`config.mk`:
```
export PLATFORM = sky130hd
export DESIGN_NAME = arch_reg_dump_master
export DESIGN_NICKNAME = d
export VERILOG_FILES = /design/src/rtl/cpu_pkg.sv /design/src/rtl/arch_dump_lat_cnt.sv /design/src/rtl/arch_reg_dump_master.sv
export SDC_FILE = /design/constraint.sdc
export NUM_CORES = 1
export LEC_CHECK = 0
export BUFFER_PORTS_ARGS = -buffer_cell sky130_fd_sc_hd__buf_2
export CELL_PAD_IN_SITES_DETAIL_PLACEMENT = 1
export CELL_PAD_IN_SITES_GLOBAL_PLACEMENT = 2
export CORE_AREA = 2 2 75 130
export DETAILED_ROUTE_END_ITERATION = 8
export DIE_AREA = 0 0 77 132
export PLACE_DENSITY_LB_ADDON = 0.12
export SYNTH_ARGS = -nofsm -noshare
export SYNTH_HDL_FRONTEND = slang
export SYNTH_SLANG_ARGS = --single-unit
```
`constraint.sdc`:
```
create_clock -name clk -period 1.3 [get_ports clk]
set_input_delay 0.26 -clock clk [delete_from_list [all_inputs] [get_ports clk]]
set_output_delay 0.26 -clock clk [all_outputs]
set_load 0.01 [all_outputs]
```
`src/rtl/cpu_pkg.sv`:
```
// Shared CPU-side definitions used by the architectural register dump master:
// register-file geometry, data width and the dump FSM state encoding.
package cpu_pkg;

  localparam int ARCH_REG_NUM     = 32;
  localparam int ARCH_REG_ADDR_W  = $clog2(ARCH_REG_NUM);
  localparam int XLEN             = 32;

  // Read latency is bounded to 1..4, so the down-counter only ever holds 0..3.
  localparam int MAX_READ_LATENCY = 4;
  localparam int LAT_CNT_W        = $clog2(MAX_READ_LATENCY);

  typedef enum logic [2:0] {
    IDLE      = 3'd0,
    WAIT_Q    = 3'd1,
    ISSUE     = 3'd2,
    WAIT_DATA = 3'd3,
    SEND      = 3'd4,
    DONE      = 3'd5
  } dump_state_t;

endpackage

```
`src/rtl/arch_dump_lat_cnt.sv`:
```
// Read-latency down-counter: loads READ_LATENCY-1 when a read issues and
// raises zero in the cycle the read data is valid.
module arch_dump_lat_cnt
  import cpu_pkg::*;
#(
  parameter int W = LAT_CNT_W
) (
  input  logic         clk,
  input  logic         reset,
  input  logic         load,
  input  logic [W-1:0] load_val,
  input  logic         dec,
  output logic         zero
);

  logic [W-1:0] count;

  always_ff @(posedge clk) begin
    if (reset) begin
      count <= '0;
    end else if (load) begin
      count <= load_val;
    end else if (dec && (count != '0)) begin
      count <= count - 1'b1;
    end
  end

  assign zero = (count == '0);

endmodule

```
`src/rtl/arch_reg_dump_master.sv`:
```
// Walks every architectural register once the core is quiescent and streams
// (index, value) beats on a valid/ready port. Optional rotl1-XOR checksum of
// the streamed values is enabled with ARCH_DUMP_CHECKSUM_EN.
module arch_reg_dump_master
  import cpu_pkg::*;
#(
  parameter  int NUM_ARCH_REGS = ARCH_REG_NUM,
  parameter  int DATA_W        = XLEN,
  parameter  int READ_LATENCY  = 1,
  localparam int ADDR_W        = $clog2(NUM_ARCH_REGS)
) (
  input  logic              clk,
  input  logic              reset,
  input  logic              start,
  input  logic              quiesce,
  output logic              rd_en,
  output logic [ADDR_W-1:0] rd_addr,
  input  logic [DATA_W-1:0] rd_data,
  output logic              out_valid,
  input  logic              out_ready,
  output logic [ADDR_W-1:0] out_index,
  output logic [DATA_W-1:0] out_data,
  output logic              out_last,
  output logic              busy,
  output logic              done,
`ifdef ARCH_DUMP_CHECKSUM_EN
  output logic [DATA_W-1:0] checksum,
`endif
  output dump_state_t       dbg_state
);

  // Output handshake: a beat transfers on any rising edge where out_valid and
  // out_ready are both high; once out_valid rises, out_index/out_data/out_last
  // stay frozen and out_valid stays high until that transfer happens.

  localparam logic [ADDR_W-1:0]    LAST_INDEX = ADDR_W'(NUM_ARCH_REGS - 1);
  localparam logic [LAT_CNT_W-1:0] LAT_LOAD   = LAT_CNT_W'(READ_LATENCY - 1);

  if (NUM_ARCH_REGS < 2) begin : g_bad_regs
    $error("arch_reg_dump_master: NUM_ARCH_REGS must be at least 2");
  end
  if ((READ_LATENCY < 1) || (READ_LATENCY > MAX_READ_LATENCY)) begin : g_bad_lat
    $error("arch_reg_dump_master: READ_LATENCY must be in 1..4");
  end

  dump_state_t       state_q;
  dump_state_t       state_d;
  logic [ADDR_W-1:0] index;
  logic              accept;
  logic              capture;
  logic              advance;
  logic              lat_load;
  logic              lat_dec;
  logic              lat_zero;
  logic              handshake;

  arch_dump_lat_cnt #(
    .W(LAT_CNT_W)
  ) u_lat_cnt (
    .clk      (clk),
    .reset    (reset),
    .load     (lat_load),
    .load_val (LAT_LOAD),
    .dec      (lat_dec),
    .zero     (lat_zero)
  );

  always_comb begin
    state_d  = state_q;
    rd_en    = 1'b0;
    rd_addr  = '0;
    accept   = 1'b0;
    capture  = 1'b0;
    advance  = 1'b0;
    lat_load = 1'b0;
    lat_dec  = 1'b0;
    case (state_q)
      IDLE: begin
        if (start) begin
          accept  = 1'b1;
          state_d = WAIT_Q;
        end
      end
      WAIT_Q: begin
        if (quiesce) begin
          state_d = ISSUE;
        end
      end
      ISSUE: begin
        rd_en    = 1'b1;
        rd_addr  = index;
        lat_load = 1'b1;
        state_d  = WAIT_DATA;
      end
      WAIT_DATA: begin
        if (lat_zero) begin
          capture = 1'b1;
          state_d = SEND;
        end else begin
          lat_dec = 1'b1;
        end
      end
      SEND: begin
        if (out_ready) begin
          if (out_last) begin
            state_d = DONE;
          end else begin
            advance = 1'b1;
            state_d = ISSUE;
          end
        end
      end
      DONE: begin
        state_d = IDLE;
      end
      default: begin
        state_d = IDLE;
      end
    endcase
  end

  always_ff @(posedge clk) begin
    if (reset) begin
      state_q   <= IDLE;
      index     <= '0;
      out_index <= '0;
      out_data  <= '0;
      out_last  <= 1'b0;
    end else begin
      state_q <= state_d;
      if (accept) begin
        index <= '0;
      end else if (advance) begin
        index <= index + 1'b1;
      end
      if (capture) begin
        out_data  <= rd_data;
        out_index <= index;
        out_last  <= (index == LAST_INDEX);
      end
    end
  end

  assign out_valid = (state_q == SEND);
  assign busy      = (state_q != IDLE);
  assign done      = (state_q == DONE);
  assign handshake = out_valid && out_ready;
  assign dbg_state = state_q;

`ifdef ARCH_DUMP_CHECKSUM_EN
  // Folded over beats as they are accepted, so it reflects exactly what the
  // consumer received; it is left untouched from DONE until the next start.
  always_ff @(posedge clk) begin
    if (reset || accept) begin
      checksum <= '0;
    end else if (handshake) begin
      checksum <= {checksum[DATA_W-2:0], checksum[DATA_W-1]} ^ out_data;
    end
  end
`else
  logic unused_handshake;
  assign unused_handshake = handshake;
`endif

endmodule

```
==> summary.md <==
| Metric | Value |
|---|---|
| CP Max Fanout | 6 |
| WL met2 | around 4500 µm |
| P_int | about 2.5 mW |
| Rel. slew slack | between 70% and 80% |
| Starting Density | 21.4% |
| CP max stage cell | dfxtp_2 |
| Startpoint types | flop |
| Fmax | approximately 620 MHz |
| Clk slew on worst S/H paths | approximately 0.070 ns |
| Final Critical Period | roughly 1.6 ns |
| FILL cells | between 1000 and 1500 |
| Power density cells | 982 nW/µm² |
| Distinct cells, synth | 37 |
| Post-route insts no fill | 487 |
| WP data required | 1.04 ns |
| Ports | 87 |
| RSZ-0062 raised after global routing | true |
| Switching Fraction | about a quarter |
| Layout net count | slightly above 400 |
| Row cnt | between 40 and 50 |
| Uppermost routed layer | met4 |
| Placed cells | 456 |
| Sw power | roughly 0.83 mW |
| Vias | between 2000 and 2500 |
| Crit path cell chain | buf_8, nor3b_4, buf_6, and2_1, buf_2 |
| Area Overhead vs Synth | 76.9% |
| Worst-case vdd ir drop | approximately 520 µV |
| Post-DP Area | about 2700 µm² |
| Final Max Slew Viols | 0 |
| N_diodes | 0 |
| Worst EP arrival | between 1 and 1.5 ns |
| Final setup fails | between 50 and 60 |
| Crit path capture type | output port |
| Post-synth net total | 285 |
| Core ar. | 9090 µm² |
| Violated checks | negative setup slack |
| Result of the run | finished with violations |
| Vias in the first global route | between 2000 and 2500 |
| DP HPWL | approximately 4500 µm |
| Warning count from the yosys run | 0 |
| DRT Wirelength | 7730 µm |
| Final setup margin | -0.301 ns |
| Wl on met1 | between 2000 and 3000 µm |
| IO Port Bufs | between 80 and 90 |
| Seq/Total Area, Yosys | 49.4% |
| ANT nets after route | 0 |
| CTS tree | yes |
| Die X | roughly 77 µm |
| Chip height | 132 µm |
| Storage cell area | 966 µm² |
| Clock network fraction of total power | about 40% |
| DRC viols | 0 |
| Metal3 WL | between 300 and 400 µm |
| Die area | a little over 10000 µm² |
| Combinational share of power | 15.7% |
| Grt total ovfl | 0 |
| First-pass GRT wire length | 11300 µm |
| TritonCTS Buffers | 5 |
| Final Cell Area | around 3400 µm² |
| Layout cells sized above 1 | 52.3% |
| Initial drt markers | 35 |
| Largest net degree at the start of global routing | 41 |
| Crit Path Category | reg -> out |
| Min-delay worst type | in -> reg |
| Worst Tran Pin Value | ~0.35 ns |
| Synth Cell Area | 1950 µm² |
| Vias per cell | about 4.4 |
| Register bit total from synthesis | between 40 and 50 |
| Total track usage | approximately 14% |
| Area occupied by multi-input gates | about 1100 µm² |
| Max Root-Sink Buffers | 2 |
| Pre-CTS setup slack | -0.126 ns |
| CP peak stage delay | 0.34 ns |
| Sequential power share | between 40% and 50% |
| Leakage power | about 1.5 nW |
| Initial antenna violation count | 0 |
| Syn Area/Cell | about 7.9 µm² |
| Fin crit share | 123% |
| Final Wtd Congestion | 0.715 |
| Pre-antenna DRT Iters | 4 |
| Maximum capacitance violations | 0 |
| Cell count after synthesis | approximately 250 |
| CTS root buf | clkbuf_16 |
| CTS Sinks | 48 |
| Final Skew | roughly 0.0039 ns |
| H-tree levels | 2 |
| Finished Core Util | between 30% and 40% |
| WL/cell | around 16 µm |
| Clk Latency, worst-skew pair | 0.29 ns |
| Fin. Hold Viols | 0 |
cells by family after synthesis:
kind of cell / synth area share, %
flip-flops: 49.4
adder cells (fa/ha/maj): 1.93
AO/OA/AOI/OAI: 17.4
buffers and inverters: 4.88
multiplexers: 1.03
AND/OR/NAND/NOR: 25.5
layer usage:
layer  track usage, %  vias to the layer above
met3             3.22                       10
li1                 -                     1057
met1             14.8                     1020
met2             27.8                       58
met5                0                        -
met4             4.96                        0
state kept, by name, indices dropped and copies added, names as in the netlist:
register,flops
out_data,32
index,5
out_index,5
dbg_state,3
u_lat_cnt.count,2
out_last,1
area by class of cell:
cell class / instances / share of cell area, %
multi-input combinational: 173 / 32.4
timing repair buffer: 131 / 29.9
sequential: 48 / 28.1
tap: 120 / 4.36
clock buffer: 7 / 4.14
inverter: 7 / 0.908
clock inverter: 1 / 0.218
worst max-delay path: cells and delay by family (launching register included):
family | cells | cell delay (ns)
DFF | 1 | 0.34
and+or+nand+nor | 2 | 0.32
buffers and inverters | 3 | 0.38
Yosys cell counts:
| master | instances | area [µm²] |
|---|---|---|
| a32oi_1 | 1 | 8.76 |
| a31o_1 | 1 | 8.76 |
| nor3_1 | 1 | 5.00 |
| or3_1 | 1 | 6.26 |
| a21oi_1 | 45 | 225 |
| nor2b_1 | 1 | 6.26 |
| and4_1 | 1 | 8.76 |
| nand4b_1 | 1 | 8.76 |
| nor2_1 | 2 | 7.51 |
| mux2i_1 | 2 | 20.0 |
| ha_1 | 3 | 37.5 |
| a221oi_1 | 1 | 8.76 |
| and2_1 | 6 | 37.5 |
| o41ai_1 | 1 | 8.76 |
| nand2b_1 | 3 | 18.8 |
| nor4b_1 | 2 | 17.5 |
| a31o_2 | 1 | 8.76 |
| or3b_1 | 1 | 8.76 |
| a211oi_1 | 1 | 7.51 |
| nand3_1 | 3 | 15.0 |
| and3_1 | 1 | 6.26 |
| o2bb2ai_1 | 1 | 8.76 |
| or4_1 | 2 | 15.0 |
| and4bb_1 | 1 | 12.5 |
| buf_1 | 1 | 3.75 |
| nand2_1 | 79 | 297 |
| inv_2 | 1 | 3.75 |
| dfxtp_1 | 48 | 961 |
| o21ai_0 | 4 | 20.0 |
| a21o_1 | 1 | 7.51 |
| o31ai_1 | 2 | 15.0 |
| nor3b_1 | 2 | 15.0 |
| o21ba_1 | 1 | 10.0 |
| clkbuf_1 | 12 | 45.0 |
| and4b_1 | 1 | 10.0 |
| buf_2 | 4 | 20.0 |
| inv_1 | 6 | 22.5 |
placed cells by master, fill, tap and decap left out, drive strengths merged, types with 2 or more instances in the layout:
master,count
a21oi,45
a31o,2
and2,6
buf,127
clkbuf,10
dfxtp,48
ha,3
inv,7
mux2i,2
nand2,79
nand2b,3
nand3,3
nor2,2
nor3b,2
nor4b,2
o21ai,4
o31ai,2
or4,2
what timing repair did:
action / CTS / global route
hold buffers: 0 / 0
resized for setup: 53 / 37
pin swaps: 15 / 2
buffers inserted: 14 / 6
endpoints found under the hold margin: 0 / 0
setup endpoints to repair: 52 / 60
gates cloned: 4 / 3
final timing paths:
kind | startpoint | slack, ns | depth (start not counted) | endpoint
setup reg to reg | dbg_state[2] | -0.29 | 7 | out_index[3]
setup / recovery | dbg_state[2] | -0.30 | 5 | rd_addr[1]
hold reg to reg | out_data[29] | 0.45 | 2 | out_data[29]
hold / removal | rd_data[9] | 0.21 | 3 | out_data[9]
per-stage QoR:
stage | total power [mW] | hold WS, ns | TNS [ns]
floorplan | 1.71 | 0.396 | -0.806
global placement | 1.89 | 0.440 | -1.88
detailed placement | 1.89 | 0.446 | -2.85
CTS | 3.42 | 0.196 | -12.15
global route | 3.56 | 0.201 | -15.84
finish | 3.38 | 0.206 | -12.09
power groups by stage:
stage	combinational, mW	clock (mW)	sequential [mW]
5_1_grt	0.573	1.47	1.52
3_3_place_gp	0.340	0	1.55
4_1_cts	0.501	1.41	1.51
3_5_place_dp	0.340	0	1.55
6_report	0.531	1.33	1.52
2_1_floorplan	0.147	0	1.56
Power figures use the tool's default switching activity.
